$ cat src/rtl/mem_ctrl_pkg.sv
// Shared definitions for mem_ctrl: bus widths, RAM port width, FSM states and mem_len codes.
package mem_ctrl_pkg;

   localparam int unsigned ADDR_W = 32;
   localparam int unsigned DATA_W = 32;
   localparam int unsigned RAM_DW = 8;

   localparam logic [1:0] LEN_BYTE = 2'b00;
   localparam logic [1:0] LEN_HALF = 2'b01;
   localparam logic [1:0] LEN_WORD = 2'b10;

   typedef enum logic [1:0] {
      IDLE   = 2'b00,
      IF_RD  = 2'b01,
      MEM_RD = 2'b10,
      MEM_WR = 2'b11
   } state_e;

   // Index of the last byte moved for a given mem_len code (1x means a full word).
   function automatic logic [1:0] last_idx(input logic [1:0] len);
      case (len)
         LEN_BYTE: last_idx = 2'd0;
         LEN_HALF: last_idx = 2'd1;
         default:  last_idx = 2'd3;
      endcase
   endfunction

endpackage

$ cat src/rtl/mem_ctrl_bytepack.sv
// Little-endian lane insert plus load extension for mem_ctrl.
// Sign extension is compiled in only when MEMCTRL_SEXT_EN is defined.
module mem_ctrl_bytepack
   import mem_ctrl_pkg::*;
(
   input  logic [DATA_W-1:0] word_i,
   input  logic [1:0]        lane_i,
   input  logic [RAM_DW-1:0] byte_i,
   input  logic [1:0]        len_i,
   input  logic              signed_i,
   output logic [DATA_W-1:0] ins_o,
   output logic [DATA_W-1:0] ext_o
);

   logic sext_b;
   logic sext_h;

`ifdef MEMCTRL_SEXT_EN
   assign sext_b = signed_i & ins_o[7];
   assign sext_h = signed_i & ins_o[15];
`else
   logic unused_signed;
   assign unused_signed = signed_i;
   assign sext_b        = 1'b0;
   assign sext_h        = 1'b0;
`endif

   always_comb begin
      ins_o = word_i;
      ins_o[{lane_i, 3'b000} +: RAM_DW] = byte_i;
   end

   always_comb begin
      case (len_i)
         LEN_BYTE: ext_o = {{24{sext_b}}, ins_o[7:0]};
         LEN_HALF: ext_o = {{16{sext_h}}, ins_o[15:0]};
         default:  ext_o = ins_o;
      endcase
   end

endmodule

$ cat src/rtl/mem_ctrl.sv
// Byte-serial memory controller arbitrating instruction fetch and load/store onto an 8-bit RAM.
// Build option MEMCTRL_SEXT_EN enables sign extension of signed byte/halfword loads.
module mem_ctrl
   import mem_ctrl_pkg::*;
(
   input  logic              clk,
   input  logic              rst,
   input  logic              if_req,
   input  logic [ADDR_W-1:0] if_addr,
   output logic              if_done,
   output logic [DATA_W-1:0] if_inst,
   input  logic              mem_req,
   input  logic              mem_we,
   input  logic [ADDR_W-1:0] mem_addr,
   input  logic [1:0]        mem_len,
   input  logic              mem_signed,
   input  logic [DATA_W-1:0] mem_wdata,
   output logic              mem_done,
   output logic [DATA_W-1:0] mem_rdata,
   output logic [ADDR_W-1:0] ram_a,
   output logic [RAM_DW-1:0] ram_dout,
   output logic              ram_wr,
   input  logic [RAM_DW-1:0] ram_din,
   output logic              stallreq_if,
   output logic              stallreq_mem
);

   state_e            state_q;
   logic [2:0]        cnt_q;
   logic [1:0]        last_q;
   logic [1:0]        len_q;
   logic              sgn_q;
   logic [ADDR_W-1:0] addr_q;
   logic [DATA_W-1:0] wdata_q;
   logic [DATA_W-1:0] buf_q;
   logic [ADDR_W-1:0] ram_a_q;
   logic [RAM_DW-1:0] ram_dout_q;
   logic              ram_wr_q;
   logic              if_done_q;
   logic              mem_done_q;
   logic [DATA_W-1:0] if_inst_q;
   logic [DATA_W-1:0] mem_rdata_q;

   logic [1:0]        lane_d;
   logic [1:0]        wr_idx_d;
   logic [DATA_W-1:0] ins_d;
   logic [DATA_W-1:0] ext_d;

   // Read data lags the address by one cycle, so the byte landing now belongs to lane cnt-1.
   assign lane_d   = cnt_q[1:0] - 2'd1;
   assign wr_idx_d = cnt_q[1:0] + 2'd1;

   mem_ctrl_bytepack u_bytepack (
      .word_i   (buf_q),
      .lane_i   (lane_d),
      .byte_i   (ram_din),
      .len_i    (len_q),
      .signed_i (sgn_q),
      .ins_o    (ins_d),
      .ext_o    (ext_d)
   );

   always_ff @(posedge clk or negedge rst) begin
      if (!rst) begin
         state_q     <= IDLE;
         cnt_q       <= '0;
         last_q      <= '0;
         len_q       <= '0;
         sgn_q       <= 1'b0;
         addr_q      <= '0;
         wdata_q     <= '0;
         buf_q       <= '0;
         ram_a_q     <= '0;
         ram_dout_q  <= '0;
         ram_wr_q    <= 1'b0;
         if_done_q   <= 1'b0;
         mem_done_q  <= 1'b0;
         if_inst_q   <= '0;
         mem_rdata_q <= '0;
      end else begin
         if_done_q  <= 1'b0;
         mem_done_q <= 1'b0;
         case (state_q)
            IDLE: begin
               // The done cycle still sees the finished requester's req high; do not re-grant it.
               if (!if_done_q && !mem_done_q) begin
                  cnt_q <= '0;
                  buf_q <= '0;
                  if (mem_req) begin
                     addr_q  <= mem_addr;
                     last_q  <= last_idx(mem_len);
                     len_q   <= mem_len;
                     sgn_q   <= mem_signed;
                     wdata_q <= mem_wdata;
                     ram_a_q <= mem_addr;
                     if (mem_we) begin
                        state_q    <= MEM_WR;
                        ram_wr_q   <= 1'b1;
                        ram_dout_q <= mem_wdata[7:0];
                     end else begin
                        state_q <= MEM_RD;
                     end
                  end else if (if_req) begin
                     addr_q  <= if_addr;
                     last_q  <= 2'd3;
                     len_q   <= LEN_WORD;
                     sgn_q   <= 1'b0;
                     ram_a_q <= if_addr;
                     state_q <= IF_RD;
                  end
               end
            end
            IF_RD, MEM_RD: begin
               cnt_q <= cnt_q + 3'd1;
               if (cnt_q != 3'd0)
                  buf_q <= ins_d;
               if (cnt_q < {1'b0, last_q})
                  ram_a_q <= addr_q + 32'(cnt_q) + 32'd1;
               else
                  ram_a_q <= '0;
               if (cnt_q == {1'b0, last_q} + 3'd1) begin
                  state_q <= IDLE;
                  cnt_q   <= '0;
                  if (state_q == IF_RD) begin
                     if_done_q <= 1'b1;
                     if_inst_q <= ext_d;
                  end else begin
                     mem_done_q  <= 1'b1;
                     mem_rdata_q <= ext_d;
                  end
               end
            end
            MEM_WR: begin
               cnt_q <= cnt_q + 3'd1;
               if (cnt_q < {1'b0, last_q}) begin
                  ram_a_q    <= addr_q + 32'(cnt_q) + 32'd1;
                  ram_dout_q <= wdata_q[{wr_idx_d, 3'b000} +: RAM_DW];
               end else begin
                  ram_a_q    <= '0;
                  ram_dout_q <= '0;
                  ram_wr_q   <= 1'b0;
                  mem_done_q <= 1'b1;
                  cnt_q      <= '0;
                  state_q    <= IDLE;
               end
            end
            default: state_q <= IDLE;
         endcase
      end
   end

   assign ram_a        = ram_a_q;
   assign ram_dout     = ram_dout_q;
   assign ram_wr       = ram_wr_q;
   assign if_done      = if_done_q;
   assign if_inst      = if_inst_q;
   assign mem_done     = mem_done_q;
   assign mem_rdata    = mem_rdata_q;
   assign stallreq_if  = if_req & ~if_done_q;
   assign stallreq_mem = mem_req & ~mem_done_q;

endmodule

$ cat config.mk
export PLATFORM = sky130hd
export DESIGN_NAME = mem_ctrl
export DESIGN_NICKNAME = d
export VERILOG_FILES = /design/src/rtl/mem_ctrl_pkg.sv /design/src/rtl/mem_ctrl_bytepack.sv /design/src/rtl/mem_ctrl.sv
export SDC_FILE = /design/constraint.sdc
export NUM_CORES = 1
export LEC_CHECK = 0
export CAP_MARGIN = 20
export CORE_UTILIZATION = 45
export CTS_CLUSTER_DIAMETER = 30
export DETAILED_ROUTE_END_ITERATION = 16
export PLACE_DENSITY = 0.73
export SLEW_MARGIN = 20
export SYNTH_ARGS = -nofsm -noshare
export SYNTH_HDL_FRONTEND = slang
export SYNTH_SLANG_ARGS = --single-unit
$ cat constraint.sdc
create_clock -name clk -period 3.2 [get_ports clk]
set_input_delay 0.64 -clock clk [delete_from_list [all_inputs] [get_ports clk]]
set_output_delay 0.64 -clock clk [all_outputs]
set_load 0.005 [all_outputs]
==> results.sh <==
export IMPL_crit_chain="inv_1 > ha_1 > buf_4 > nor3_2 > and3_1 > a22o_1"
export IMPL_critPathRequiredTime_ns=3.64
export IMPL_die_w_um=152
export IMPL_hold_path_class="in2async"
export IMPL_path_clk_slew_ns=0.04
export IMPL_critPathLaunchType="flip-flop"
export IMPL_grt_pass1_wl_mm=40.6
export IMPL_via_count=7603
export IMPL_initial_utilization=0.461
export IMPL_std_cell_rows=54
export IMPL_clockBufferDepth=3
export IMPL_slew_viol_final=0
export IMPL_synth_top_area_share=0.525
export IMPL_globalRouteOverflowTotal=0
export IMPL_synth_seq_cells=212
export IMPL_finalCriticalPeriod_ns=2.50
export IMPL_utilization=0.645
export IMPL_synth_common_cells="212 x dfrtp_1, 82 x mux2_2, 78 x nor2_1"
export IMPL_synthesis_area_um2=10100
export IMPL_grt_pass1_vias=7749
export IMPL_worstSkewPairLatency_ns=0.51
export IMPL_synth_nets=992
export IMPL_crit_type="reg2reg"
export IMPL_cts_buffers=44
export IMPL_cts_root_buf="clkbuf_16"
export IMPL_relSlewSlack=0.270
export IMPL_fp_dieH_um=152
export IMPL_critPathCaptureType="flip-flop"
export IMPL_io_pins=221
export IMPL_area_growth_pct=39.8
export IMPL_synthTopCellsByArea="dfrtp_1 53%, mux2_2 9.1%, mux2i_1 3.1%"
export IMPL_rsz0062_at_grt="false"
export IMPL_tritoncts="done"
export IMPL_htree_levels=2
export IMPL_fin_crit_sh=0.783
export IMPL_antenna_found_initial=1
export IMPL_r2r_start="cnt_q[1]"
export IMPL_fmax_mhz=399
export IMPL_insertedDiodeCount=0
export IMPL_yosysSeqAreaShare=0.525
export IMPL_drc=0
export IMPL_dominantRegCellSynth="dfrtp_1"
export IMPL_grt_max_degree=81
export IMPL_gp_congestion=0.820
export IMPL_slowest_stage="dfrtp_1"
export IMPL_dr_pass1_iters=5
export IMPL_p_leak_uw=0.00648
export IMPL_viasPerCell=5.43
export IMPL_antenna_left=0
export IMPL_hpwl_mm=17.5
export IMPL_ir_worst_vdd_mv=0.436
export IMPL_syn_inst=862
export IMPL_cts_resized_gates=0
export IMPL_initialDrtViolationCount=325
export IMPL_cts_hold_buf=0
export IMPL_layout_setup_ws_ns=0.695
export IMPL_synth_area_leader_cell="dfrtp_1"
export IMPL_powerDensity_nw_per_um2=991
export IMPL_drive_gt1_frac=0.178
export IMPL_setup_tns_ns=0
export IMPL_yosysWarningCount=0
export IMPL_routedWlPerCell_um=18.0
export IMPL_async_flop_share=1.00
export IMPL_die_area_um2=23000
export IMPL_fillCellCount=1738
export IMPL_arrival_ns=2.94
export IMPL_grt_use_total=0.228
export IMPL_synth_most_common_cell="dfrtp_1"
export IMPL_core_area_um2=21900
export IMPL_postCtsSetupBuffers=0
export IMPL_clock_skew_ns=0.00992
export IMPL_cp_max_fo=12
export IMPL_synth_edf_count=0
export IMPL_finalSetupViolations=0
export IMPL_cp_startpoint="cnt_q[1]"
export IMPL_cap_violations=0
export IMPL_io_buffers=219
export IMPL_pre_cts_slack_ns=0.680
export IMPL_ys_types=59
export IMPL_outcome="finished, final reports clean"
export IMPL_drt_total_wl_mm=25.3
export IMPL_finalNetCount=1218
export IMPL_cts_sinks=212
export IMPL_syn_area_per_cell_um2=11.7
export IMPL_tightest_slew_ns=1.09
export IMPL_max_stage_delay_ns=0.55
export IMPL_finalHoldViolations=0
[cell usage in the layout (no fill, tap or decap), types with 16 or more instances in the layout]
cell type	instances
mux2i_1	31
clkbuf_16	45
a221o_1	28
ha_1	17
a21oi_1	52
nor2b_1	34
dfrtp_1	212
xor2_1	22
inv_1	16
clkdlybuf4s50_1	217
a22o_1	33
nand2_1	35
a21o_1	35
mux2_2	82
o21ai_0	16
nor2_1	78
[per-layer routing]
layer	global-route usage	part of all wire	routed length, µm	vias to the layer above
li1	-	-	-	3567
met1	0.283	0.42	10600	3735
met2	0.387	0.50	12500	248
met3	0.0587	0.062	1570	51
met4	0.0743	0.023	587	2
met5	0	0.00051	13	-
[worst paths after layout]
kind                           endpoint  slack (ns)  cells after the start
max in group asynchronous     ram_a[23]        2.28                      2
setup reg to reg              buf_q[18]        0.70                      6
min in group clk              addr_q[0]        0.47                      2
hold reg to reg               addr_q[0]        0.47                      2
hold / removal             mem_rdata[6]        0.19                      1
setup / recovery              buf_q[18]        0.70                      6
[cell families after synthesis]
| logic type | Yosys count | share of synthesized area |
|---|---|---|
| simple gates | 219 | 0.115 |
| flops | 212 | 0.525 |
| fa+ha+maj | 18 | 0.0231 |
| xor+xnor | 32 | 0.0278 |
| buf+inv | 72 | 0.0343 |
| mux | 121 | 0.140 |
| compound gates | 188 | 0.134 |
[worst max-delay path: cells and delay by family (launching register included)]
kind                       cells  cell delay [ns]
DFF                            1             0.55
buffers and inverters          2             0.38
and+or+nand+nor                2             0.95
AOI/OAI and AO/OA              1             0.21
adders and majority gates      1             0.33
[final cells by class]
cell class / instances / area (µm²) / share of cell area
sequential: 212 / 5310 / 0.376
multi-input combinational: 578 / 4460 / 0.316
timing repair buffer: 233 / 2360 / 0.167
clock buffer: 57 / 1230 / 0.0873
tap: 280 / 350 / 0.0248
clock inverter: 22 / 337 / 0.0239
inverter: 19 / 71.3 / 0.00505
[registers in the layout, indices dropped and copies added (netlist names)]
name / cells
ram_a: 32
cnt_q: 3
if_inst: 32
last_q: 2
ram_dout: 8
state_q: 2
mem_rdata: 32
addr_q: 32
wdata_q: 32
ram_wr: 1
len_q: 2
buf_q: 32
mem_done: 1
if_done: 1
[stage by stage]
stage               cells  cell area, µm²  hold slack, ns  total power [µW]
floorplan             862           10100           0.344              7180
global placement     1322           12500           0.460              9120
detailed placement   1322           12500           0.470              9260
CTS                  1401           14100           0.193             14100
global route         1401           14100           0.221             14800
finish               1401           14100           0.186             14000
[power breakdown]
group / switching (µW) / leakage [µW] / total [µW] / internal, µW
Clock: 1430 / 0.000764 / 4770 / 3340
Sequential: 678 / 0.00268 / 4370 / 3690
Combinational: 2240 / 0.00303 / 4840 / 2610
Total: 4340 / 0.00648 / 14000 / 9640
(Power assumes the default switching activity.)
